`src/rtl/bip_pkg.sv`:
```
// rtl/bip_pkg.sv - shared opcode, mux-select and width constants for the BIP processor
package bip_pkg;

    localparam int ADDR_W = 11;
    localparam int OPC_W  = 5;

    localparam logic [OPC_W-1:0] OP_HLT  = 5'b00000;
    localparam logic [OPC_W-1:0] OP_STO  = 5'b00001;
    localparam logic [OPC_W-1:0] OP_LD   = 5'b00010;
    localparam logic [OPC_W-1:0] OP_LDI  = 5'b00011;
    localparam logic [OPC_W-1:0] OP_ADD  = 5'b00100;
    localparam logic [OPC_W-1:0] OP_ADDI = 5'b00101;
    localparam logic [OPC_W-1:0] OP_SUB  = 5'b00110;
    localparam logic [OPC_W-1:0] OP_SUBI = 5'b00111;

    localparam logic [1:0] SELA_RAM = 2'b00;
    localparam logic [1:0] SELA_IMM = 2'b01;
    localparam logic [1:0] SELA_ALU = 2'b10;

    localparam logic SELB_RAM = 1'b0;
    localparam logic SELB_IMM = 1'b1;

    localparam logic ALU_ADD = 1'b0;
    localparam logic ALU_SUB = 1'b1;

endpackage

```
`src/rtl/bip_program_counter.sv`:
```
// rtl/bip_program_counter.sv - 11-bit program counter, increments when wr_pc is set
module bip_program_counter
    import bip_pkg::*;
(
    input  logic              clk,
    input  logic              rst_n,
    input  logic              wr_pc,
    output logic [ADDR_W-1:0] pc
);

    // Natural 11-bit overflow gives the 2047 -> 0 wrap.
    always_ff @(posedge clk or negedge rst_n) begin
        if (!rst_n) begin
            pc <= '0;
        end else if (wr_pc) begin
            pc <= pc + 1'b1;
        end
    end

endmodule

```
`src/rtl/control_block.sv`:
```
// rtl/control_block.sv - BIP instruction decoder and program counter
module control_block
    import bip_pkg::*;
(
    input  logic              clk,
    input  logic              rst_n,
    input  logic [OPC_W-1:0]  OpCode,
    output logic [1:0]        SelA,
    output logic              SelB,
    output logic              WrAcc,
    output logic              Op,
    output logic              WrRam,
    output logic              RdRam,
    output logic [ADDR_W-1:0] Addr
);

    logic wrPc;

    assign wrPc = (OpCode != OP_HLT);

    // Controls are held inactive while reset is asserted so the datapath cannot write.
    always_comb begin
        SelA  = SELA_RAM;
        SelB  = SELB_RAM;
        WrAcc = 1'b0;
        Op    = ALU_ADD;
        WrRam = 1'b0;
        RdRam = 1'b0;
        if (rst_n) begin
            case (OpCode)
                OP_STO: begin
                    WrRam = 1'b1;
                end
                OP_LD: begin
                    SelA  = SELA_RAM;
                    WrAcc = 1'b1;
                    RdRam = 1'b1;
                end
                OP_LDI: begin
                    SelA  = SELA_IMM;
                    WrAcc = 1'b1;
                end
                OP_ADD: begin
                    SelA  = SELA_ALU;
                    SelB  = SELB_RAM;
                    Op    = ALU_ADD;
                    WrAcc = 1'b1;
                    RdRam = 1'b1;
                end
                OP_ADDI: begin
                    SelA  = SELA_ALU;
                    SelB  = SELB_IMM;
                    Op    = ALU_ADD;
                    WrAcc = 1'b1;
                end
                OP_SUB: begin
                    SelA  = SELA_ALU;
                    SelB  = SELB_RAM;
                    Op    = ALU_SUB;
                    WrAcc = 1'b1;
                    RdRam = 1'b1;
                end
                OP_SUBI: begin
                    SelA  = SELA_ALU;
                    SelB  = SELB_IMM;
                    Op    = ALU_SUB;
                    WrAcc = 1'b1;
                end
                default: begin
                end
            endcase
        end
    end

    bip_program_counter u_pc (
        .clk   (clk),
        .rst_n (rst_n),
        .wr_pc (wrPc),
        .pc    (Addr)
    );

endmodule

```
`config.mk`:
```
export PLATFORM = sky130hd
export DESIGN_NAME = control_block
export DESIGN_NICKNAME = d
export VERILOG_FILES = /design/src/rtl/bip_pkg.sv /design/src/rtl/bip_program_counter.sv /design/src/rtl/control_block.sv
export SDC_FILE = /design/constraint.sdc
export NUM_CORES = 1
export LEC_CHECK = 0
export ABC_AREA = 1
export CORE_MARGIN = 10
export CORE_UTILIZATION = 40
export DETAILED_ROUTE_END_ITERATION = 10
export DONT_BUFFER_PORTS = 1
export SYNTH_ARGS = -nofsm -noshare
export SYNTH_HDL_FRONTEND = slang
export SYNTH_SLANG_ARGS = --single-unit
```
`constraint.sdc`:
```
create_clock -name clk -period 1.62 [get_ports clk]
set_input_delay 0.405 -clock clk [delete_from_list [all_inputs] [get_ports clk]]
set_output_delay 0.405 -clock clk [all_outputs]
set_load 0.01 [all_outputs]
```
# == Yosys cells after proc, flatten, opt, wreduce, memory -nomap -nowiden ==
# Index checks and enable logic that the tools add are counted.
# classes
add_sub_neg,1
n_eq_ne,7
muxes,12
reduce_logical,6
# op_table
op,count
$eq 5x3->1 const B,4
$add 11x1->11 const B,1
$eq 5x2->1 const B,2
$mux 1,10
$reduce_or 6->1,1
$eq 5x1->1 const B,1
$reduce_bool 5->1,1
$pmux 2 s2,1
$reduce_or 2->1,2
$reduce_or 4->1,1
$reduce_or 3->1,1
$mux 2,1
# word_totals
reg_bits,11
input_bits,7
output_inout_bits,18
word_cells,27

# == Depth between registers and ports, before layout ==
# Gate-level depths: netlist (run 1).
# depth
word_depth,4
ltp_mapped,7
ltp_nobuf,7

# == Hierarchy ==
# Synthesis (run 1) repeated with hierarchy kept, for this count alone.
# unflattened
hier_cells,99
area_unflattened_um2,734.5
# modules_own_cells
mod,instances,cells_per_inst,area_each_um2,seq_area_each_um2
bip_program_counter,1,78,610.6,275.3
control_block,1,21,123.9,0.0

# == Least setup slack after synthesis (run 1) ==
# Ideal clock, no wire load.
# synth_timing
path_type,in2out
startpoint,input port OpCode[4]
endpoint,output port RdRam
t_arrival_ns,0.914
required_ns,1.215
slack_ns,0.301
cell_stages,3
n_path_buf,0
path_cell_list,inv_2 -> nand4_1 -> a21oi_1
# synth_via
elab_chain_len,4
elab_cells_between_ends,6
classes_between,eq/ne (3); mux (2); reduce/logical (1)
# synth_rtl
item,line,rtl
start: declaration,control_block.sv:7,"input logic [OPC_W-1:0] OpCode,"
$eq 5x3->1 or $eq 5x2->1 (tied branches),control_block.sv:30,case (OpCode)
$reduce_or 3->1 (no line) *,-,
$mux 1 *,control_block.sv:30,
$mux 1 *,control_block.sv:29,if (rst_n) begin
end: declaration,control_block.sv:13,"output logic RdRam,"
# Every way passes the cells marked *; elsewhere a longest branch is shown, timed or not.

# == Worst setup path after layout (run 1) ==
# Ends and elaborated chain as after synthesis.

==> results.toml, run 1 <==
[finish]
area_growth_pct = 9.07
largestRegisters = "u_pc.pc (11)"
regMostFlops = "u_pc.pc"
diodes = 0
largest_reg_flops = 11
nets = 98
drive_gt1_share_pct = 18.0

[clocking]
htree_levels = 1
cts_made_buffers = 3
cts_tree = "built"
cts_max_path_buffers = 2
cts_sinks = 11
clk_pin_slew_ns = 0.07
clock_latency_ns = 0.27
root_buffer = "clkbuf_4"
postCtsSetupRepairBufs = 0

[power]
p_sw_uw = 439
peakVddDrop_v = 0.00103
switching_share_pct = 40.9
p_comb_share_pct = 33.3
internal_power_uw = 633
p_seq_share_pct = 48.5
power_frac_clock_pct = 18.2
p_leak_nw = 0.336
powerDensity_nw_per_um2 = 1480

[sta]
min_period_ns = 1.41
rsz0062_at_grt = "false"
tightest_slew_ns = 0.497
fin_tns_setup_ns = 0
max_freq_ghz = 0.709
slew_viol_final = 0
finalClockSkew_ns = 0.00156
setup_slack_ns = 0.210
period_share_pct = 87.0
relSlewSlack_pct = 66.7
setup_violations = 0
hold_viol_final = 0

[logic_synthesis]
synthFlopType = "dfrtp_1"
synth.most_common_cell = "nand2_1"
syn_area_per_cell_um2 = 7.97
synthTopCellsByArea = "dfrtp_1, nand2_1, inv_1"
async_flop_share_pct = 100
yosysSeqAreaShare_pct = 41.6
synth.distinct_cells = 19
synthCells = 83
synth_nets = 91
ys_warn_count = 0
synth_area_um2 = 662
synth_top_area_share_pct = 41.6
synth-edff-count = 0
yosysTopAreaCell = "dfrtp_1"
synth.ff_latch_count = 11
ys_top_cells_by_count = "nand2_1, inv_1, dfrtp_1"

[detailed_routing]
drtAntennaViolNets = 0
drt-initial-drc-count = 16
first_pass_iters = 4
drc = 0
vias = 526
avgRoutedWirePerCell_um = 13.6
via_per_inst = 5.01
wl_mm = 1.43

[global_routing]
grt_overflow = 0
grt_pass1_wl_mm = 2.33
antenna_found_initial = 0
grt_util_all_layers_pct = 8.41
grt_pass1_vias = 519
grt_max_degree = 15

[floorplan]
start_util_pct = 42.9
pin_count = 25
dieArea_um2 = 3680
die_height_um = 60.7
rows = 14
coreArea_um2 = 1540
die_w_um = 60.7

[setup_path]
crit_path_start_kind = "input pin"
slowest_stage = "a21oi_1"
required_ns = 1.21
ff2ff_setup_slack_ns = 0.39
crit_path_cell_trace = "inv_2 -> nand4_1 -> a21oi_1"
crit_path_max_fanout = 5
crit_path_max_incr_delay_ns = 0.33
end_kind = "output port"
crit_type = "in -> out"
worstPathArrival_ns = 1.00

[place]
globalplace.congestion = 0.704
dpl.hpwl_mm = 1.09
port-buffer-count = 0
post-place-ws_ns = 0.208

[run_status]
status = "complete, no violations"

[job]
drv_cap = 0

[min_path]
hold_path.class = "in -> reg"
-- cell families after synthesis --
logic type                 count (synthesis)  synth area share [%]
AOI/OAI and AO/OA                          6                  4.54
xor gates and xnor gates                   6                  7.94
buffers and inverters                     15                  9.64
adders and majority gates                  1                  1.89
and+or+nand+nor                           44                  34.4
DFF                                       11                  41.6
-- timing repair --
action,in CTS,in global routing
endpoints found under the hold margin,11,0
gates resized for setup,0,0
hold buffers,1,0
-- critical path, delay by kind of cell --
kind	cells	cell delay, ns
AOI/OAI and AO/OA	1	0.33
buffers and inverters	1	0.08
and+or+nand+nor	1	0.20
-- power by group through the flow --
stage	clock [mW]	combinational, mW	sequential, mW
after floorplan	0	0.250	0.527
after global placement	0	0.347	0.532
after detailed placement	0	0.354	0.532
after CTS	0.202	0.364	0.528
after global routing	0.214	0.411	0.538
final	0.195	0.356	0.520
-- stage by stage --
step	cells	hold slack, ns	util, %	cell area, µm²	total power [mW]
6_report	105	0.398	46.8	722	1.07
5_1_grt	105	0.413	46.8	722	1.16
4_1_cts	105	0.402	46.8	722	1.09
3_5_place_dp	100	0.110	44.5	686	0.887
3_3_place_gp	100	0.110	44.5	686	0.879
2_1_floorplan	83	0.109	-	662	0.777
-- cell type report --
type	count	area, µm²
fill	154	820
clock buffer	4	26.3
timing repair buffer	3	25.0
multi-input combinational	57	323
inverter	14	52.6
tap	16	20.0
sequential	11	275
-- metal layers --
layer / share of wire (%) / vias up / track usage (%) / wire length, µm
met2: 42 / 24 / 12.7 / 603
li1: - / 272 / - / -
met1: 41 / 225 / 9.10 / 579
met3: 15 / 5 / 4.18 / 209
met5: 0 / - / 0 / 0
met4: 2.5 / 0 / 5.64 / 36
-- cells in the final DEF (no fill, tap or decap), drive strengths merged --
master       count
inv             14
nand2           21
a21oi            1
ha               1
nor3             1
dlygate4sd3      1
xnor2            3
xor2             3
buf              2
nand3            7
nor2            11
clkbuf           4
nand4            4
dfrtp           11
o21ai            5
-- path summary, 6_finish.rpt --
check | cells after the start | endpoint | start
min in group asynchronous | 1 | u_pc.pc[0] | rst_n
min | 3 | u_pc.pc[4] | OpCode[3]
max | 3 | RdRam | OpCode[4]
max reg2reg | 6 | u_pc.pc[8] | u_pc.pc[0]
min reg2reg | 1 | u_pc.pc[6] | u_pc.pc[6]
max in group asynchronous | 1 | u_pc.pc[9] | rst_n
No activity file was read; power rests on OpenSTA's default activity.
==> run 2: changes to the inputs <==
Settings changed: SKIP_CTS_REPAIR_TIMING set to 1.
==> results.toml, run 2 (synthesis gave the netlist of run 1 again) <==
[floorplan]
coreArea_um2 = 1540
die_w_um = 60.7
start_util_pct = 42.9
pin_count = 25
dieArea_um2 = 3680
die_height_um = 60.7
rows = 14

[sta]
min_period_ns = 1.41
relSlewSlack_pct = 66.1
rsz0062_at_grt = "false"
period_share_pct = 87.0
setup_violations = 0
tightest_slew_ns = 0.506
max_freq_ghz = 0.709
finalClockSkew_ns = 0.00159
fin_tns_setup_ns = 0
hold_viol_final = 0
slew_viol_final = 0
hold_ws_ns = 0.398

[finish]
nets = 98
drive_gt1_share_pct = 18.0
largest_reg_flops = 11
final_cell_mix = "nand2_1, inv_1, dfrtp_1"
largestRegisters = "u_pc.pc (11)"
regMostFlops = "u_pc.pc"
diodes = 0
area_growth_pct = 9.07
final_area_um2 = 722
final_common_cell = "nand2_1"

[clocking]
root_buffer = "clkbuf_4"
clk_pin_slew_ns = 0.07
cts_tree = "built"
cts_sinks = 11
cts_made_buffers = 3
clock_latency_ns = 0.27
htree_levels = 1
cts_max_path_buffers = 2

[run_status]
status = "complete, no violations"

[power]
peakVddDrop_v = 0.00103
switching_share_pct = 40.9
p_leak_nw = 0.336
p_sw_uw = 439
power_frac_clock_pct = 18.2
powerDensity_nw_per_um2 = 1480
internal_power_uw = 633
p_comb_share_pct = 33.3
p_seq_share_pct = 48.5

[setup_path]
slowest_stage = "a21oi_1"
path_depth = 3
crit_path_max_fanout = 5
required_ns = 1.21
end_kind = "output port"
crit_type = "in -> out"
r2r_cells = 6
worstPathArrival_ns = 1.00
cp.buffers_inverters = 1
crit_path_start_kind = "input pin"
crit_path_max_incr_delay_ns = 0.33
cp_top_family = "compound AO/OA/AOI/OAI gates"
crit_path_cell_trace = "inv_2 -> nand4_1 -> a21oi_1"

[place]
dpl_cell_area_um2 = 686
dpl.hpwl_mm = 1.09
globalplace.congestion = 0.704
port-buffer-count = 0

[detailed_routing]
via_per_inst = 5.00
first_pass_iters = 4
avgRoutedWirePerCell_um = 13.6
wl_mm = 1.43
vias = 525
drtAntennaViolNets = 0
drc = 0
drt-initial-drc-count = 16

[global_routing]
grt_util_all_layers_pct = 8.16
grt_overflow = 0
grt_pass1_wl_mm = 2.28
antenna_found_initial = 0
grt_max_degree = 15
grt_pass1_vias = 512

[min_path]
min_delay_path_depth = 3
hold_path.class = "in -> reg"

[job]
drv_cap = 0
[run 2: layer usage]
layer	wire length, µm	vias up	global-route usage, %
li1	-	272	-
met4	36	0	5.64
met1	576	224	8.50
met5	0	-	0
met2	610	24	12.5
met3	209	5	4.18
[run 2: power by group through the flow]
stage / clock network (mW) / logic [mW] / registers (mW)
after global routing: 0.214 / 0.411 / 0.538
after CTS: 0.202 / 0.356 / 0.528
final: 0.195 / 0.357 / 0.520
after floorplan: 0 / 0.250 / 0.527
after global placement: 0 / 0.347 / 0.532
after detailed placement: 0 / 0.354 / 0.532
[run 2: final cells by class]
| cell class | instances | area [µm²] |
|---|---|---|
| Tap cell | 16 | 20.0 |
| Fill cell | 154 | 820 |
| Clock buffer | 4 | 26.3 |
| Sequential cell | 11 | 275 |
| Inverter | 14 | 52.6 |
| Multi-Input combinational cell | 57 | 323 |
| Timing Repair Buffer | 3 | 25.0 |
[run 2: through the flow]
stage	util, %	cells	setup slack, ns	power, mW
2_1_floorplan	-	83	0.301	0.777
3_5_place_dp	44.5	100	0.208	0.887
4_1_cts	46.2	104	0.206	1.09
3_3_place_gp	44.5	100	0.240	0.879
5_1_grt	46.8	105	0.117	1.16
6_report	46.8	105	0.210	1.07
[run 2: worst register-to-register path, cell delays in order, from the launching register on]
cell	delay [ns]
dfrtp_1	0.36
ha_1	0.21
nand2_1	0.09
nor2_2	0.18
nand2_2	0.10
o21ai_1	0.14
nand2_1	0.06
[run 2: path summary, 6_finish.rpt]
kind | start | end | slack [ns]
hold / removal | OpCode[3] | u_pc.pc[4] | 0.40
max in group asynchronous | rst_n | u_pc.pc[9] | 0.75
setup reg to reg | u_pc.pc[0] | u_pc.pc[8] | 0.39
hold reg to reg | u_pc.pc[6] | u_pc.pc[6] | 0.59
setup / recovery | OpCode[4] | RdRam | 0.21
min in group asynchronous | rst_n | u_pc.pc[0] | 0.53
==> variant 1, RTL diff (config.mk and constraints of run 2) <==
Make the reset (`rst_n`) synchronous in one clocked block.
--- a/src/rtl/bip_program_counter.sv
+++ b/src/rtl/bip_program_counter.sv
@@ -9,7 +9,7 @@
 );
 
     // Natural 11-bit overflow gives the 2047 -> 0 wrap.
-    always_ff @(posedge clk or negedge rst_n) begin
+    always_ff @(posedge clk) begin
         if (!rst_n) begin
             pc <= '0;
         end else if (wr_pc) begin
Function: differs if rst_n is asserted again (counterexample within 4 cycles, from zero or initial values and one cycle with rst_n low); with rst_n held inactive, the same outputs for 10 cycles.
==> variant 1 against run 2 <==
Critical path type unchanged. First-iteration DRC count is 50% lower. Synthesized area is 3.4% higher. Largest cell class unchanged. Via count is 18% higher. Final area is 2.1% higher. Routed wire length is 12% higher. Sequential cell count stayed put. Die area is 2.3% higher. Synthesized cell count is 25% higher. Setup slack worse by 0.11 ns.
Power is not compared: it rests on default switching activity, and its combinational part moved more than twofold at a synthesized area within 25%.
==> variant 1: results (changes against run 2) <==
| Metric | Value |
|---|---|
| Outcome | finished clean |
| Setup WS post-layout | 0.102 ns (-0.108 ns) |
| Antenna diodes | 0 (unchanged) |
| Primary FF master, synth | dfxtp_1 |
| Worst r2r src | u_pc.pc[0] |
| Router iterations before antenna repair | 4 (unchanged) |
| Number of library cell types mapped by synthesis | 20 (+1) |
| Peak per-stage delay on the critical path | 0.28 ns (-0.05 ns) |
| Synthesis Warnings | 0 (unchanged) |
| CP startpoint | OpCode[2] |
| Min-Delay Path Depth | 2 (-1) |
| Worst r2r path cells | 7 (+1) |
| CP max FO | 4 (-1) |
| Hold wc startpoint | rst_n |
| Root buf cell | clkbuf_4 |
| Sum of negative setup slack | 0 ns (unchanged) |
| Worst EP arrival | 1.11 ns (+0.11 ns) |
| HPWL after DPL | 1270 um (+17%) |
| Clock slew at reported path FFs | 0.08 ns |
| Largest regs | u_pc.pc (11) |
| Hold Crit Class | input port to flop |
| Crit path capture | RdRam |
| Wirelength per Cell | 12.8 um (-6.2%) |
| Syn nets | 112 (+23%) |
| R2R setup slack | 0.38 ns |
| Vias in the first global route | 548 (+7.0%) |
| Synth area leaders | dfxtp_1 32%, nand2_1 14%, inv_1 9.3% |
| Max IR drop VDD | 0.000452 V |
| Avg Vias per Cell | 4.94 (-1.3%) |
| # nets final | 118 (+20%) |
| Total GRT Usage | 8.88% (+0.72 points) |
| End of the worst register-to-register path | u_pc.pc[10] |
| Total CTS buffers | 3 (unchanged) |
| Global-route wire length before repair | 2530 um (+11%) |
| Register area share after synthesis | 32.2% (-9.4 points) |
| Slew Limit Headroom | 79.1% (+13 points) |
| Leakage power | 0.000320 uW |
| Largest net degree at the start of global routing | 19 (+4) |
| DR iter-0 viols | 8 (-8) |
| Worst Hold End | u_pc.pc[2] |
| Top post-synthesis cells by count | 25 x nand2_1, 17 x inv_1, 14 x nor2_1 |
| H-tree levels | 1 (unchanged) |
| IO Port Bufs | 0 (unchanged) |
| Clock Latency Late Sink | 0.27 ns (about the same) |
| CTS max path bufs | 2 (unchanged) |
| Slowest cell on the critical path | a21oi_1 |
| GP Congestion | 0.761 (+8.0%) |
| CP delay by family, top | simple AND/OR/NAND/NOR gates |
| Layout cell share with drive strength beyond 1 | 11.9% (-6.1 points) |
| Ys async rst share | 0% (-100 points) |
| Post-Place Setup Slack | 0.0932 ns (-0.114 ns) |
| FILL cells | 172 (+12%) |
| Final clock skew | 0.00614 ns (+0.00455 ns) |
==> variant 1: cell count changes after synthesis, moves of 2 or more <==
cell,delta
nand3_1,+5
nor2_1,+8
dfrtp_1,-11
nor2_2,-3
nand2_1,+7
o21ai_1,-4
xor2_1,-3
a21oi_1,+6
nand2_2,-3
xnor2_1,-2
inv_1,+4
nor2_4,+2
dfxtp_1,+11
==> variant 1: where the power goes <==
part           internal, uW  total, uW  switching (uW)
combinational          23.3       56.6            33.4
clock                  95.2        191            95.8
sequential              277        284            7.08
==> variant 1: stage by stage <==
| step | hold WS (ns) | instances | cell area, um2 | power (uW) |
|---|---|---|---|---|
| after floorplan | 0.495 | 104 | 684 | 335 |
| after global placement | 0.530 | 121 | 711 | 348 |
| after detailed placement | 0.525 | 121 | 711 | 348 |
| after CTS | 0.244 | 125 | 737 | 541 |
| after global routing | 0.235 | 125 | 737 | 561 |
| final | 0.251 | 125 | 737 | 532 |
==> variant 1: layout make-up <==
cell class                      count  area share, %
Sequential cell                    11           29.9
Inverter                           17           8.66
Multi-Input combinational cell     74           52.1
Tap cell                           16           2.72
Timing Repair Buffer                3           3.06
Clock buffer                        4           3.57
==> variant 1: routing by layer <==
layer  part of all wire (%)  global-route usage, %  wire (um)  up-vias
met5                      0                      0          0        -
met4                   0.62                   2.87         10        0
met3                    9.6                   6.17        153        2
met2                     51                   13.6        816       12
met1                     39                   9.62        620      263
li1                       -                      -          -      340
==> variant 1: cell families after synthesis <==
group / after synthesis / synth area share (%)
adder cells (fa/ha/maj): 1 / 1.83
XOR/XNOR: 1 / 1.28
flip-flops: 11 / 32.2
AO/OA/AOI/OAI: 9 / 6.58
buffers and inverters: 19 / 11.7
AND/OR/NAND/NOR: 63 / 46.4
==> variant 2, RTL diff (config.mk and constraints of run 2) <==
Without the edit above. The package constant `ADDR_W` goes from 11 to 9.
--- a/src/rtl/bip_pkg.sv
+++ b/src/rtl/bip_pkg.sv
@@ -1,7 +1,7 @@
 // rtl/bip_pkg.sv - shared opcode, mux-select and width constants for the BIP processor
 package bip_pkg;
 
-    localparam int ADDR_W = 11;
+    localparam int ADDR_W = 9;
     localparam int OPC_W  = 5;
 
     localparam logic [OPC_W-1:0] OP_HLT  = 5'b00000;
Ports: changed (resized Addr); port bits go from 25 to 23. No check against the original RTL was run, so the function may have changed too.
==> variant 2 against run 2 <==
Sequential cell count fell by 2. Largest power group unchanged. Final area shrank 14%. Setup slack worse by 0.0079 ns. Non-clock buffer count shrank 2. Sequential power shrank 3%. Sequential share of layout area decreased by 1.7 points. Largest cell class unchanged. Routed wire length shrank 14%. Fmax is 0.55% lower. Via count decreased by 8.4%. Final cell count is 10% lower. Synthesized area is 13% lower. Power down 12%. Core utilization is 0.49 points lower.
==> variant 2: results (changes against run 2) <==
| Metric | Value |
|---|---|
| Register area share after synthesis | 39.2% (-2.4 points) |
| DR iter-0 viols | 10 (-6) |
| Gate power share | 28.9% (-4.4 points) |
| Vias in the first global route | 445 (-13%) |
| Number of library cell types mapped by synthesis | 17 (-2) |
| Outcome | finished clean |
| Wirelength per Cell | 13.1 um (-4.0%) |
| Adder-cell share of the synthesized area | 2.18% (+0.29 points) |
| Synth area leaders | dfrtp_1 39%, nand2_1 18%, inv_1 6.5% |
| Total CTS buffers | 3 (unchanged) |
| Final clock skew | 0.000781 ns (-0.000810 ns) |
| Max IR drop VDD | 0.000753 V (-27%) |
| IO Port Bufs | 0 (unchanged) |
| Dpl cell area | 582 um2 (-15%) |
| Largest net degree at the start of global routing | 14 (-1) |
| M1 GR Usage | 7.91% (-0.59 points) |
| Syn nets | 83 (-8.8%) |
| Mux cell area share after synthesis | 0% (unchanged) |
| Top post-synthesis cells by count | 28 x nand2_1, 10 x inv_1, 9 x dfrtp_1 |
| Met3 usage | 4.58% (+0.40 points) |
| R2R setup slack | 0.32 ns (-0.07 ns) |
| HPWL after DPL | 998 um (-8.4%) |
| CP startpoint | OpCode[4] |
| Clock Power Share | 17.8% (-0.4 points) |
| Compound-Gate Fraction of Synth Area | 1.74% (-2.8 points) |
| Avg Vias per Cell | 5.12 (+2.3%) |
| Global-route wire length before repair | 2000 um (-12%) |
| GP Congestion | 0.717 (+1.8%) |
| Total GRT Usage | 7.10% (-1.1 points) |
| Layout cell share with drive strength beyond 1 | 11.4% (-6.6 points) |
| Largest regs | u_pc.pc (9) |
| # nets final | 88 (-10%) |
| FILL cells | 142 (-7.8%) |
| Post-Synth XOR/XNOR Area | 6.10% (-1.8 points) |
| P_sw | 399 uW (-9.1%) |
| Measured slew at the worst slew-check pin | 0.417 ns (-0.0890 ns) |
| Clock Latency Late Sink | 0.25 ns (-0.02 ns) |
| Leakage power | 0.000309 uW (-8.1%) |
-- variant 2: changes by cell type after synthesis, moves of 3 or more --
cell	change
inv_1	-3
nand2_1	+10
nand2_2	-3
nor2_1	-4
nor2_2	-3
o21ai_1	-5
-- variant 2: metrics by stage --
stage          total power, uW  worst slack, ns  std cells  util, %  hold slack (ns)
6_report                   941            0.203         94     46.3            0.493
5_1_grt                   1030            0.109         94     46.3            0.511
4_1_cts                    953            0.194         93     45.6           -0.161
3_5_place_dp               786            0.197         89     43.6            0.110
3_3_place_gp               772            0.214         89     43.6            0.110
2_1_floorplan              713            0.277         75        -            0.109
-- variant 2: area by class of cell --
class                   count  area [um2]  area share, %
repair buffers              1        10.0           1.62
multi-input cells          55         300           48.6
well taps                  15        18.8           3.04
inverters                  10        37.5           6.07
flip-flops and latches      9         225           36.4
clock buffers               4        26.3           4.25
-- variant 2: routing by layer --
layer,share of wire [%],routed length (um)
met1,44,539
met2,43,532
met3,12,153
met4,0.57,7
met5,0,0
